--- src/rtl/regfile_access_arbiter_if.sv ---
// Bundle of requester handshakes, returned read data and register-file
// strobes shared between the arbiter and its surroundings.
interface regfile_access_arbiter_if #(
  parameter int DATA_WIDTH = 32,
  parameter int ADDR_WIDTH = 5
);
  // requester port 0 (core datapath)
  logic                  REQ0;
  logic                  OP0;
  logic [ADDR_WIDTH-1:0] RA1_0;
  logic [ADDR_WIDTH-1:0] RA2_0;
  logic [ADDR_WIDTH-1:0] WA0;
  logic [DATA_WIDTH-1:0] WD0;
  // requester port 1 (debug/loader)
  logic                  REQ1;
  logic                  OP1;
  logic [ADDR_WIDTH-1:0] RA1_1;
  logic [ADDR_WIDTH-1:0] RA2_1;
  logic [ADDR_WIDTH-1:0] WA1;
  logic [DATA_WIDTH-1:0] WD1;
  // handshake and returned data
  logic                  GNT0;
  logic                  GNT1;
  logic                  DONE0;
  logic                  DONE1;
  logic [DATA_WIDTH-1:0] RDATA1;
  logic [DATA_WIDTH-1:0] RDATA2;
  // register file side
  logic [ADDR_WIDTH-1:0] RF_ADDR_R1;
  logic [ADDR_WIDTH-1:0] RF_ADDR_R2;
  logic [ADDR_WIDTH-1:0] RF_ADDR_W;
  logic [DATA_WIDTH-1:0] RF_DATA_W;
  logic                  RF_READ;
  logic                  RF_WRITE;
  logic [DATA_WIDTH-1:0] RF_DATA_R1;
  logic [DATA_WIDTH-1:0] RF_DATA_R2;

  // arbiter view
  modport slave (
    input  REQ0, OP0, RA1_0, RA2_0, WA0, WD0,
    input  REQ1, OP1, RA1_1, RA2_1, WA1, WD1,
    input  RF_DATA_R1, RF_DATA_R2,
    output GNT0, GNT1, DONE0, DONE1, RDATA1, RDATA2,
    output RF_ADDR_R1, RF_ADDR_R2, RF_ADDR_W, RF_DATA_W, RF_READ, RF_WRITE
  );

  // requesters plus register file view
  modport master (
    output REQ0, OP0, RA1_0, RA2_0, WA0, WD0,
    output REQ1, OP1, RA1_1, RA2_1, WA1, WD1,
    output RF_DATA_R1, RF_DATA_R2,
    input  GNT0, GNT1, DONE0, DONE1, RDATA1, RDATA2,
    input  RF_ADDR_R1, RF_ADDR_R2, RF_ADDR_W, RF_DATA_W, RF_READ, RF_WRITE
  );
endinterface

--- src/rtl/regfile_access_arbiter.sv ---
// Two-port round-robin arbiter/sequencer for a shared dual-read register
// file. One transaction in flight: grant -> ISSUE (RF strobes) -> RESP (DONE).
module regfile_access_arbiter #(
  parameter int DATA_WIDTH   = 32,
  parameter int ADDR_WIDTH   = 5,
  parameter bit ZERO_PROTECT = 1'b1
) (
  input logic                     CLK,
  input logic                     RST,
  regfile_access_arbiter_if.slave bus
);

  typedef enum logic [1:0] {
    IDLE  = 2'd0,
    ISSUE = 2'd1,
    RESP  = 2'd2
  } state_t;

  state_t                state_reg;
  logic                  last_port_reg;   // port granted most recently
  logic                  owner_reg;       // port owning the transaction in flight
  logic [1:0]            done_reg;
  logic [DATA_WIDTH-1:0] rdata1_reg;
  logic [DATA_WIDTH-1:0] rdata2_reg;
  logic [ADDR_WIDTH-1:0] rf_addr_r1_reg;
  logic [ADDR_WIDTH-1:0] rf_addr_r2_reg;
  logic [ADDR_WIDTH-1:0] rf_addr_w_reg;
  logic [DATA_WIDTH-1:0] rf_data_w_reg;
  logic                  rf_read_reg;
  logic                  rf_write_reg;

  logic [1:0]            req;
  logic [1:0]            win;
  logic [1:0]            gnt;
  logic                  arb_open;

  logic                  sel_op;
  logic [ADDR_WIDTH-1:0] sel_ra1;
  logic [ADDR_WIDTH-1:0] sel_ra2;
  logic [ADDR_WIDTH-1:0] sel_wa;
  logic [DATA_WIDTH-1:0] sel_wd;
  logic                  sel_blocked;

  assign req = {bus.REQ1, bus.REQ0};

  // Arbitration is live in IDLE and RESP only; a reset cycle never grants.
  assign arb_open = !RST && ((state_reg == IDLE) || (state_reg == RESP));

  // A port wins when alone, or on a tie when it was not the last one served.
  generate
    for (genvar gi = 0; gi < 2; gi++) begin : g_port
      localparam int   OTHER   = 1 - gi;
      localparam logic PORT_ID = (gi == 1);
      assign win[gi] = req[gi] && (!req[OTHER] || (last_port_reg != PORT_ID));
      assign gnt[gi] = arb_open && win[gi];
    end
  endgenerate

  // Steer the winning port's command toward the RF output registers.
  always_comb begin
    sel_op  = bus.OP0;
    sel_ra1 = bus.RA1_0;
    sel_ra2 = bus.RA2_0;
    sel_wa  = bus.WA0;
    sel_wd  = bus.WD0;
    if (win[1]) begin
      sel_op  = bus.OP1;
      sel_ra1 = bus.RA1_1;
      sel_ra2 = bus.RA2_1;
      sel_wa  = bus.WA1;
      sel_wd  = bus.WD1;
    end
  end

  // r0 is hard-wired zero when protected: the write completes but never strobes.
  assign sel_blocked = ZERO_PROTECT && (sel_wa == '0);

  // Sequencer FSM; every RF strobe and response output is registered here.
  always_ff @(posedge CLK) begin
    if (RST) begin
      state_reg      <= IDLE;
      last_port_reg  <= 1'b1;   // port 0 wins the first tie
      owner_reg      <= 1'b0;
      done_reg       <= 2'b00;
      rdata1_reg     <= '0;
      rdata2_reg     <= '0;
      rf_addr_r1_reg <= '0;
      rf_addr_r2_reg <= '0;
      rf_addr_w_reg  <= '0;
      rf_data_w_reg  <= '0;
      rf_read_reg    <= 1'b0;
      rf_write_reg   <= 1'b0;
    end else begin
      case (state_reg)
        IDLE, RESP: begin
          done_reg     <= 2'b00;
          rf_read_reg  <= 1'b0;
          rf_write_reg <= 1'b0;
          if (|gnt) begin
            state_reg     <= ISSUE;
            last_port_reg <= gnt[1];
            owner_reg     <= gnt[1];
            if (sel_op) begin
              rf_addr_w_reg <= sel_wa;
              rf_data_w_reg <= sel_wd;
              rf_write_reg  <= !sel_blocked;
            end else begin
              rf_addr_r1_reg <= sel_ra1;
              rf_addr_r2_reg <= sel_ra2;
              rf_read_reg    <= 1'b1;
            end
          end else begin
            state_reg <= IDLE;
          end
        end
        ISSUE: begin
          // Only reads refresh RDATA; writes leave the last read data visible.
          if (rf_read_reg) begin
            rdata1_reg <= bus.RF_DATA_R1;
            rdata2_reg <= bus.RF_DATA_R2;
          end
          rf_read_reg  <= 1'b0;
          rf_write_reg <= 1'b0;
          done_reg     <= owner_reg ? 2'b10 : 2'b01;
          state_reg    <= RESP;
        end
        default: begin
          state_reg <= IDLE;
        end
      endcase
    end
  end

  assign bus.GNT0       = gnt[0];
  assign bus.GNT1       = gnt[1];
  assign bus.DONE0      = done_reg[0];
  assign bus.DONE1      = done_reg[1];
  assign bus.RDATA1     = rdata1_reg;
  assign bus.RDATA2     = rdata2_reg;
  assign bus.RF_ADDR_R1 = rf_addr_r1_reg;
  assign bus.RF_ADDR_R2 = rf_addr_r2_reg;
  assign bus.RF_ADDR_W  = rf_addr_w_reg;
  assign bus.RF_DATA_W  = rf_data_w_reg;
  assign bus.RF_READ    = rf_read_reg;
  assign bus.RF_WRITE   = rf_write_reg;

endmodule

--- src/flat_wrapper.sv ---
// flat-port wrapper written by rule: the top's interface ports become plain ports
module regfile_access_arbiter_flat 
#(
  parameter int DATA_WIDTH   = 32,
  parameter int ADDR_WIDTH   = 5,
  parameter bit ZERO_PROTECT = 1'b1
)
  (CLK, RST, bus_REQ0, bus_OP0, bus_RA1_0, bus_RA2_0, bus_WA0, bus_WD0, bus_REQ1, bus_OP1, bus_RA1_1, bus_RA2_1, bus_WA1, bus_WD1, bus_RF_DATA_R1, bus_RF_DATA_R2, bus_GNT0, bus_GNT1, bus_DONE0, bus_DONE1, bus_RDATA1, bus_RDATA2, bus_RF_ADDR_R1, bus_RF_ADDR_R2, bus_RF_ADDR_W, bus_RF_DATA_W, bus_RF_READ, bus_RF_WRITE);
  regfile_access_arbiter_if #(.DATA_WIDTH(DATA_WIDTH), .ADDR_WIDTH(ADDR_WIDTH)) bus_i ();
  input logic CLK;
  input logic RST;
  input wire logic [$bits(bus_i.REQ0)-1:0] bus_REQ0;
  input wire logic [$bits(bus_i.OP0)-1:0] bus_OP0;
  input wire logic [$bits(bus_i.RA1_0)-1:0] bus_RA1_0;
  input wire logic [$bits(bus_i.RA2_0)-1:0] bus_RA2_0;
  input wire logic [$bits(bus_i.WA0)-1:0] bus_WA0;
  input wire logic [$bits(bus_i.WD0)-1:0] bus_WD0;
  input wire logic [$bits(bus_i.REQ1)-1:0] bus_REQ1;
  input wire logic [$bits(bus_i.OP1)-1:0] bus_OP1;
  input wire logic [$bits(bus_i.RA1_1)-1:0] bus_RA1_1;
  input wire logic [$bits(bus_i.RA2_1)-1:0] bus_RA2_1;
  input wire logic [$bits(bus_i.WA1)-1:0] bus_WA1;
  input wire logic [$bits(bus_i.WD1)-1:0] bus_WD1;
  input wire logic [$bits(bus_i.RF_DATA_R1)-1:0] bus_RF_DATA_R1;
  input wire logic [$bits(bus_i.RF_DATA_R2)-1:0] bus_RF_DATA_R2;
  output wire logic [$bits(bus_i.GNT0)-1:0] bus_GNT0;
  output wire logic [$bits(bus_i.GNT1)-1:0] bus_GNT1;
  output wire logic [$bits(bus_i.DONE0)-1:0] bus_DONE0;
  output wire logic [$bits(bus_i.DONE1)-1:0] bus_DONE1;
  output wire logic [$bits(bus_i.RDATA1)-1:0] bus_RDATA1;
  output wire logic [$bits(bus_i.RDATA2)-1:0] bus_RDATA2;
  output wire logic [$bits(bus_i.RF_ADDR_R1)-1:0] bus_RF_ADDR_R1;
  output wire logic [$bits(bus_i.RF_ADDR_R2)-1:0] bus_RF_ADDR_R2;
  output wire logic [$bits(bus_i.RF_ADDR_W)-1:0] bus_RF_ADDR_W;
  output wire logic [$bits(bus_i.RF_DATA_W)-1:0] bus_RF_DATA_W;
  output wire logic [$bits(bus_i.RF_READ)-1:0] bus_RF_READ;
  output wire logic [$bits(bus_i.RF_WRITE)-1:0] bus_RF_WRITE;
  assign bus_i.REQ0 = bus_REQ0;
  assign bus_i.OP0 = bus_OP0;
  assign bus_i.RA1_0 = bus_RA1_0;
  assign bus_i.RA2_0 = bus_RA2_0;
  assign bus_i.WA0 = bus_WA0;
  assign bus_i.WD0 = bus_WD0;
  assign bus_i.REQ1 = bus_REQ1;
  assign bus_i.OP1 = bus_OP1;
  assign bus_i.RA1_1 = bus_RA1_1;
  assign bus_i.RA2_1 = bus_RA2_1;
  assign bus_i.WA1 = bus_WA1;
  assign bus_i.WD1 = bus_WD1;
  assign bus_i.RF_DATA_R1 = bus_RF_DATA_R1;
  assign bus_i.RF_DATA_R2 = bus_RF_DATA_R2;
  assign bus_GNT0 = bus_i.GNT0;
  assign bus_GNT1 = bus_i.GNT1;
  assign bus_DONE0 = bus_i.DONE0;
  assign bus_DONE1 = bus_i.DONE1;
  assign bus_RDATA1 = bus_i.RDATA1;
  assign bus_RDATA2 = bus_i.RDATA2;
  assign bus_RF_ADDR_R1 = bus_i.RF_ADDR_R1;
  assign bus_RF_ADDR_R2 = bus_i.RF_ADDR_R2;
  assign bus_RF_ADDR_W = bus_i.RF_ADDR_W;
  assign bus_RF_DATA_W = bus_i.RF_DATA_W;
  assign bus_RF_READ = bus_i.RF_READ;
  assign bus_RF_WRITE = bus_i.RF_WRITE;
  regfile_access_arbiter #(.DATA_WIDTH(DATA_WIDTH), .ADDR_WIDTH(ADDR_WIDTH), .ZERO_PROTECT(ZERO_PROTECT)) u_core (.CLK(CLK), .RST(RST), .bus(bus_i));
endmodule
--- config.mk ---
export PLATFORM = sky130hd
export DESIGN_NAME = regfile_access_arbiter_flat
export DESIGN_NICKNAME = d
export VERILOG_FILES = /design/src/rtl/regfile_access_arbiter_if.sv /design/src/rtl/regfile_access_arbiter.sv /design/src/flat_wrapper.sv
export SDC_FILE = /design/constraint.sdc
export NUM_CORES = 1
export LEC_CHECK = 0
export BUFFER_PORTS_ARGS = -buffer_cell sky130_fd_sc_hd__clkbuf_2
export CAP_MARGIN = 20
export CORE_AREA = 2 2 110 112
export CTS_CLUSTER_SIZE = 12
export DETAILED_ROUTE_END_ITERATION = 12
export DIE_AREA = 0 0 112 114
export MAX_ROUTING_LAYER = met4
export PLACE_DENSITY = 0.8
export REMOVE_ABC_BUFFERS = 1
export SYNTH_ARGS = -nofsm -noshare
export SYNTH_HDL_FRONTEND = slang
export SYNTH_SLANG_ARGS = --single-unit
--- constraint.sdc ---
create_clock -name CLK -period 3.25 [get_ports CLK]
set_input_delay 0.65 -clock CLK [delete_from_list [all_inputs] [get_ports CLK]]
set_output_delay 0.65 -clock CLK [all_outputs]
set_load 0.02 [all_outputs]
Word-level counts from Yosys, hierarchy flattened
Cells that the tools add are included.
{ "totals": {"regBits": 119, "latch_bits": 0, "ram_bits": 0, "rom_bits": 0, "inputBits": 164, "output_inout_bits": 117, "wordCells": 52, "mem_count": 0} }
{ "op_classes": {"n_addsub": 0, "multipliers": 0, "div_mod_pow": 0, "n_lt_le_gt_ge": 0, "eq_ne": 2, "shift": 0, "muxes": 15, "bitwise": 2, "reduce_logical": 21} }
{ "op_table": {"columns": ["cell", "count"], "rows": [
  ["$mux 32", 1],
  ["$mux 5", 3],
  ["$pmux 2 s2", 2],
  ["$mux 1", 6],
  ["$reduce_and 3->1", 2],
  ["$logic_and 1x1->1", 5],
  ["$logic_not 5->1", 1],
  ["$logic_not 1->1", 4],
  ["$pmux 1 s2", 2],
  ["$reduce_and 2->1", 2],
  ["$reduce_or 2->1", 2],
  ["$logic_or 1x1->1", 3],
  ["$eq 2x1->1 const B", 1],
  ["$eq 2x2->1 const B", 1],
  ["$logic_not 2->1", 1],
  ["$mux 2", 1],
  ["$not 1->1", 2],
  ["$reduce_bool 2->1", 1]
]} }

Depth between registers and ports, before layout
{ "logic_depth": {"depth_word": 9, "depth_mapped": 8, "depth_no_buf": 5} }

Worst setup path after synthesis
Ideal clock, no wire load.
{ "synth_timing": {"path_type": "input port to output port", "startpoint": "input port bus_REQ1", "endpoint": "output port bus_GNT1", "arrival_ps": 1566, "t_required_ps": 2600, "path_slack_ps": 1034, "stages": 3, "n_path_buf": 1, "cell_sequence": "a21bo_2 > clkbuf_1 > nor3_1"} }
{ "synth_via": {"elab_chain_len": 2} }
{ "synth_rtl": {"columns": ["element", "line_no", "text"], "rows": [
  ["start, declared", "flat_wrapper.sv:18", "input wire logic [$bits(bus_i.REQ1)-1:0] bus_REQ1;"],
  ["$logic_and 1x1->1", "regfile_access_arbiter.sv:54", "assign win[gi] = req[gi] && (!req[OTHER] || (last_port_reg != PORT_ID));"],
  ["$logic_and 1x1->1", "regfile_access_arbiter.sv:55", "assign gnt[gi] = arb_open && win[gi];"],
  ["end, declared", "flat_wrapper.sv:27", "output wire logic [$bits(bus_i.GNT1)-1:0] bus_GNT1;"]
]} }
No other way between the ends.

Worst setup path after layout
{ "layout_timing": {"startpoint": "input port RST", "endpoint": "output port bus_GNT0"} }
{ "layout_via": {"elab_chain_len": 3} }
{ "layout_rtl": {"columns": ["element", "line_no", "text"], "rows": [
  ["start, declared", "flat_wrapper.sv:11", "input logic RST;"],
  ["$logic_not 1->1", "regfile_access_arbiter.sv:47", "assign arb_open = !RST && ((state_reg == IDLE) || (state_reg == RESP));"],
  ["$logic_and 1x1->1", "regfile_access_arbiter.sv:47", null],
  ["$logic_and 1x1->1", "regfile_access_arbiter.sv:55", null],
  ["end, declared", "flat_wrapper.sv:26", "output wire logic [$bits(bus_i.GNT0)-1:0] bus_GNT0;"]
]} }
No other way between the ends.

==> results.sh <==
export IMPL_ys_seq_area_share_pct=46.44
export IMPL_drtIter0Drc=321
export IMPL_port_buffers=280
export IMPL_reg2reg_depth=5
export IMPL_hp_class="reg -> reg"
export IMPL_syn_inst=626
export IMPL_avgSynthCellArea_um2=8.195
export IMPL_setup_tns_ps=0
export IMPL_p_per_area_mw_per_mm2=552.9
export IMPL_layout_drive_gt1_share_pct=39.13
export IMPL_worstMarginPinSlew_ps=933.3
export IMPL_startpoint="RST"
export IMPL_pre_cts_ws_ps=813.8
export IMPL_dpl_hpwl_um=11350
export IMPL_drtAntennaViolNets=0
export IMPL_clkTransAtPathRegs_ps=50
export IMPL_postSynth_asyncResetShare_pct=0
export IMPL_grt_usage_pct=24.81
export IMPL_n_fill_cell=1102
export IMPL_seqCellArea_mm2=0.002382
export IMPL_htreeDepth=4
export IMPL_cp_max_fo=24
export IMPL_startpoint_type="primary input"
export IMPL_grt_pass1_wl_um=24510
export IMPL_peakVddDrop_mv=0.3809
export IMPL_routabilityCongestion=0.8007
export IMPL_dieArea_mm2=0.01277
export IMPL_ioPinCount=281
export IMPL_period_minus_slack_ps=2149
export IMPL_endpoint="bus_GNT0"
export IMPL_start_util_pct=43.80
export IMPL_cp_arrival_ps=1500
export IMPL_placed_cell_area_mm2=0.006566
export IMPL_drc_errors=0
export IMPL_postCtsSetupBuffers=0
export IMPL_firstDrtPassIters=6
export IMPL_max_cap_viol_count=0
export IMPL_cts_buffer_depth=2
export IMPL_clk_latency_ps=400
export IMPL_maxSlewHeadroom_pct=37.63
export IMPL_finalCritPeriodShare_pct=66.12
export IMPL_core_area_mm2=0.01171
export IMPL_antenna_found_initial=1
export IMPL_grt_setup_unrepaired="false"
export IMPL_fmax_mhz=465.3
export IMPL_synth_main_ff_cell="dfxtp_1"
export IMPL_wl_um=15720
export IMPL_clock_sinks=119
export IMPL_vias=5234
export IMPL_grt_pass1_vias=4928
export IMPL_cp_end_kind="output pin"
export IMPL_reg2reg_from="u_core.state_reg[0]$_SDFF_PP0_"
export IMPL_critPathRequiredTime_ps=2600
export IMPL_avgViaCountPerCell=5.033
export IMPL_grt_overflow_total=0
export IMPL_setup_ws_ps=1101
export IMPL_finClkSkew_ps=8.447
export IMPL_path_class="in -> out"
export IMPL_wl_per_cell_um=15.11
export IMPL_cts_tree="built"
export IMPL_ys_ff_latch=119
export IMPL_fin_cells=1040
export IMPL_fp_dieW_um=112
export IMPL_numCtsBuffers=17
export IMPL_ctsResizeCount=0
export IMPL_hold_buffers=0
export IMPL_drv_slew=0
export IMPL_final_common_cell="clkbuf_2"
export IMPL_row_count=40
export IMPL_area_growth_pct=39.78
export IMPL_ff2ff_setup_slack_ps=1340
export IMPL_placed_cells=1008
export IMPL_netlist_area_mm2=0.005130
export IMPL_leakagePower_uw=0.003082
export IMPL_fin_area_mm2=0.007171
export IMPL_root_buffer="clkbuf_16"
export IMPL_status="completed"
export IMPL_finalNetCount=1044
export IMPL_yosys_warnings=0
export IMPL_grt_max_degree=51
export IMPL_hold_viol=0
export IMPL_synth_enable_flop_cells=0
export IMPL_dieHeight_um=114
export IMPL_r2r_end="u_core.bus.RDATA1[0]$_SDFFE_PP0P_"
export IMPL_setup_viol=0
export IMPL_synth_cell_types=30
export IMPL_multi_input_area_mm2=0.002371
export IMPL_power_total_uw=3965
export IMPL_layout_common_cells="clkbuf_2, nand2_1, dfxtp_1"
==> critical path, cell delays in order <==
cell      delay [ps]
buf_4            190
nor2_1           230
and3_1           230
clkbuf_2         180
==> worst min path at each step <==
stage	start	endpoint	depth (start not counted)
final	u_core.bus.RDATA2[17]$_SDFFE_PP0P_	u_core.bus.RDATA2[17]$_SDFFE_PP0P_	2
after global routing	bus_RF_DATA_R2[6]	u_core.bus.RDATA2[6]$_SDFFE_PP0P_	3
after CTS	bus_RF_DATA_R1[7]	u_core.bus.RDATA1[7]$_SDFFE_PP0P_	3
after detailed placement	u_core.bus.RDATA1[27]$_SDFFE_PP0P_	u_core.bus.RDATA1[27]$_SDFFE_PP0P_	2
after global placement	u_core.bus.RDATA1[7]$_SDFFE_PP0P_	u_core.bus.RDATA1[7]$_SDFFE_PP0P_	2
after floorplan	u_core.owner_reg$_SDFFE_PP0P_	u_core.owner_reg$_SDFFE_PP0P_	2
==> layout make-up <==
cell class              instances  area share (%)
diodes                          1         0.03490
clock buffers                  17           5.933
inverters                      38           1.989
clock inverters                14           2.460
repair buffers                291           20.73
flip-flops and latches        119           33.22
well taps                     147           2.565
multi-input cells             413           33.07
==> where the power goes <==
group	total (µW)	leakage (µW)	switching, µW	internal [µW]
Sequential	1560	0.000968	39.8	1520
Clock	1890	0.000290	682	1210
Combinational	511	0.00182	305	206
==> Yosys cell counts, drive strengths merged (2+ instances only) <==
library cell	count	share of area (%)
nand2	149	11
nor2	7	0.51
nand2b	5	0.76
or4	2	0.29
a21oi	112	11
inv	38	2.8
a211oi	37	7.4
a311oi	10	1.7
nand3b	74	11
mux2i	2	0.39
nor3	3	0.29
clkbuf	28	2.0
dfxtp	119	46
buf	28	3.0
==> logic make-up (layout without fill, tap and decap cells) <==
logic type	after synthesis	count (layout)	synth area share, %
AO/OA/AOI/OAI	166	166	21.15
other	0	1	0
multiplexers	2	2	0.3903
buffers and inverters	94	360	7.854
flip-flops	119	119	46.44
AND/OR/NAND/NOR	245	245	24.17
==> layer usage <==
metal / GRT usage (%) / routed length [µm] / vias up
li1: - / - / 2631
met1: 28.51 / 6520 / 2374
met2: 42.46 / 7740 / 213
met3: 7.014 / 1264 / 16
met4: 7.480 / 193 / 0
met5: - / 0 / -
==> metrics by stage <==
stage | utilization [%] | hold WS (ps)
finish | 61.23 | 451.1
global route | 61.23 | 463.2
CTS | 61.21 | 450.2
detailed placement | 56.07 | 446.0
global placement | 56.07 | 440.9
floorplan | - | 457.5
(Power assumes the default switching activity.)
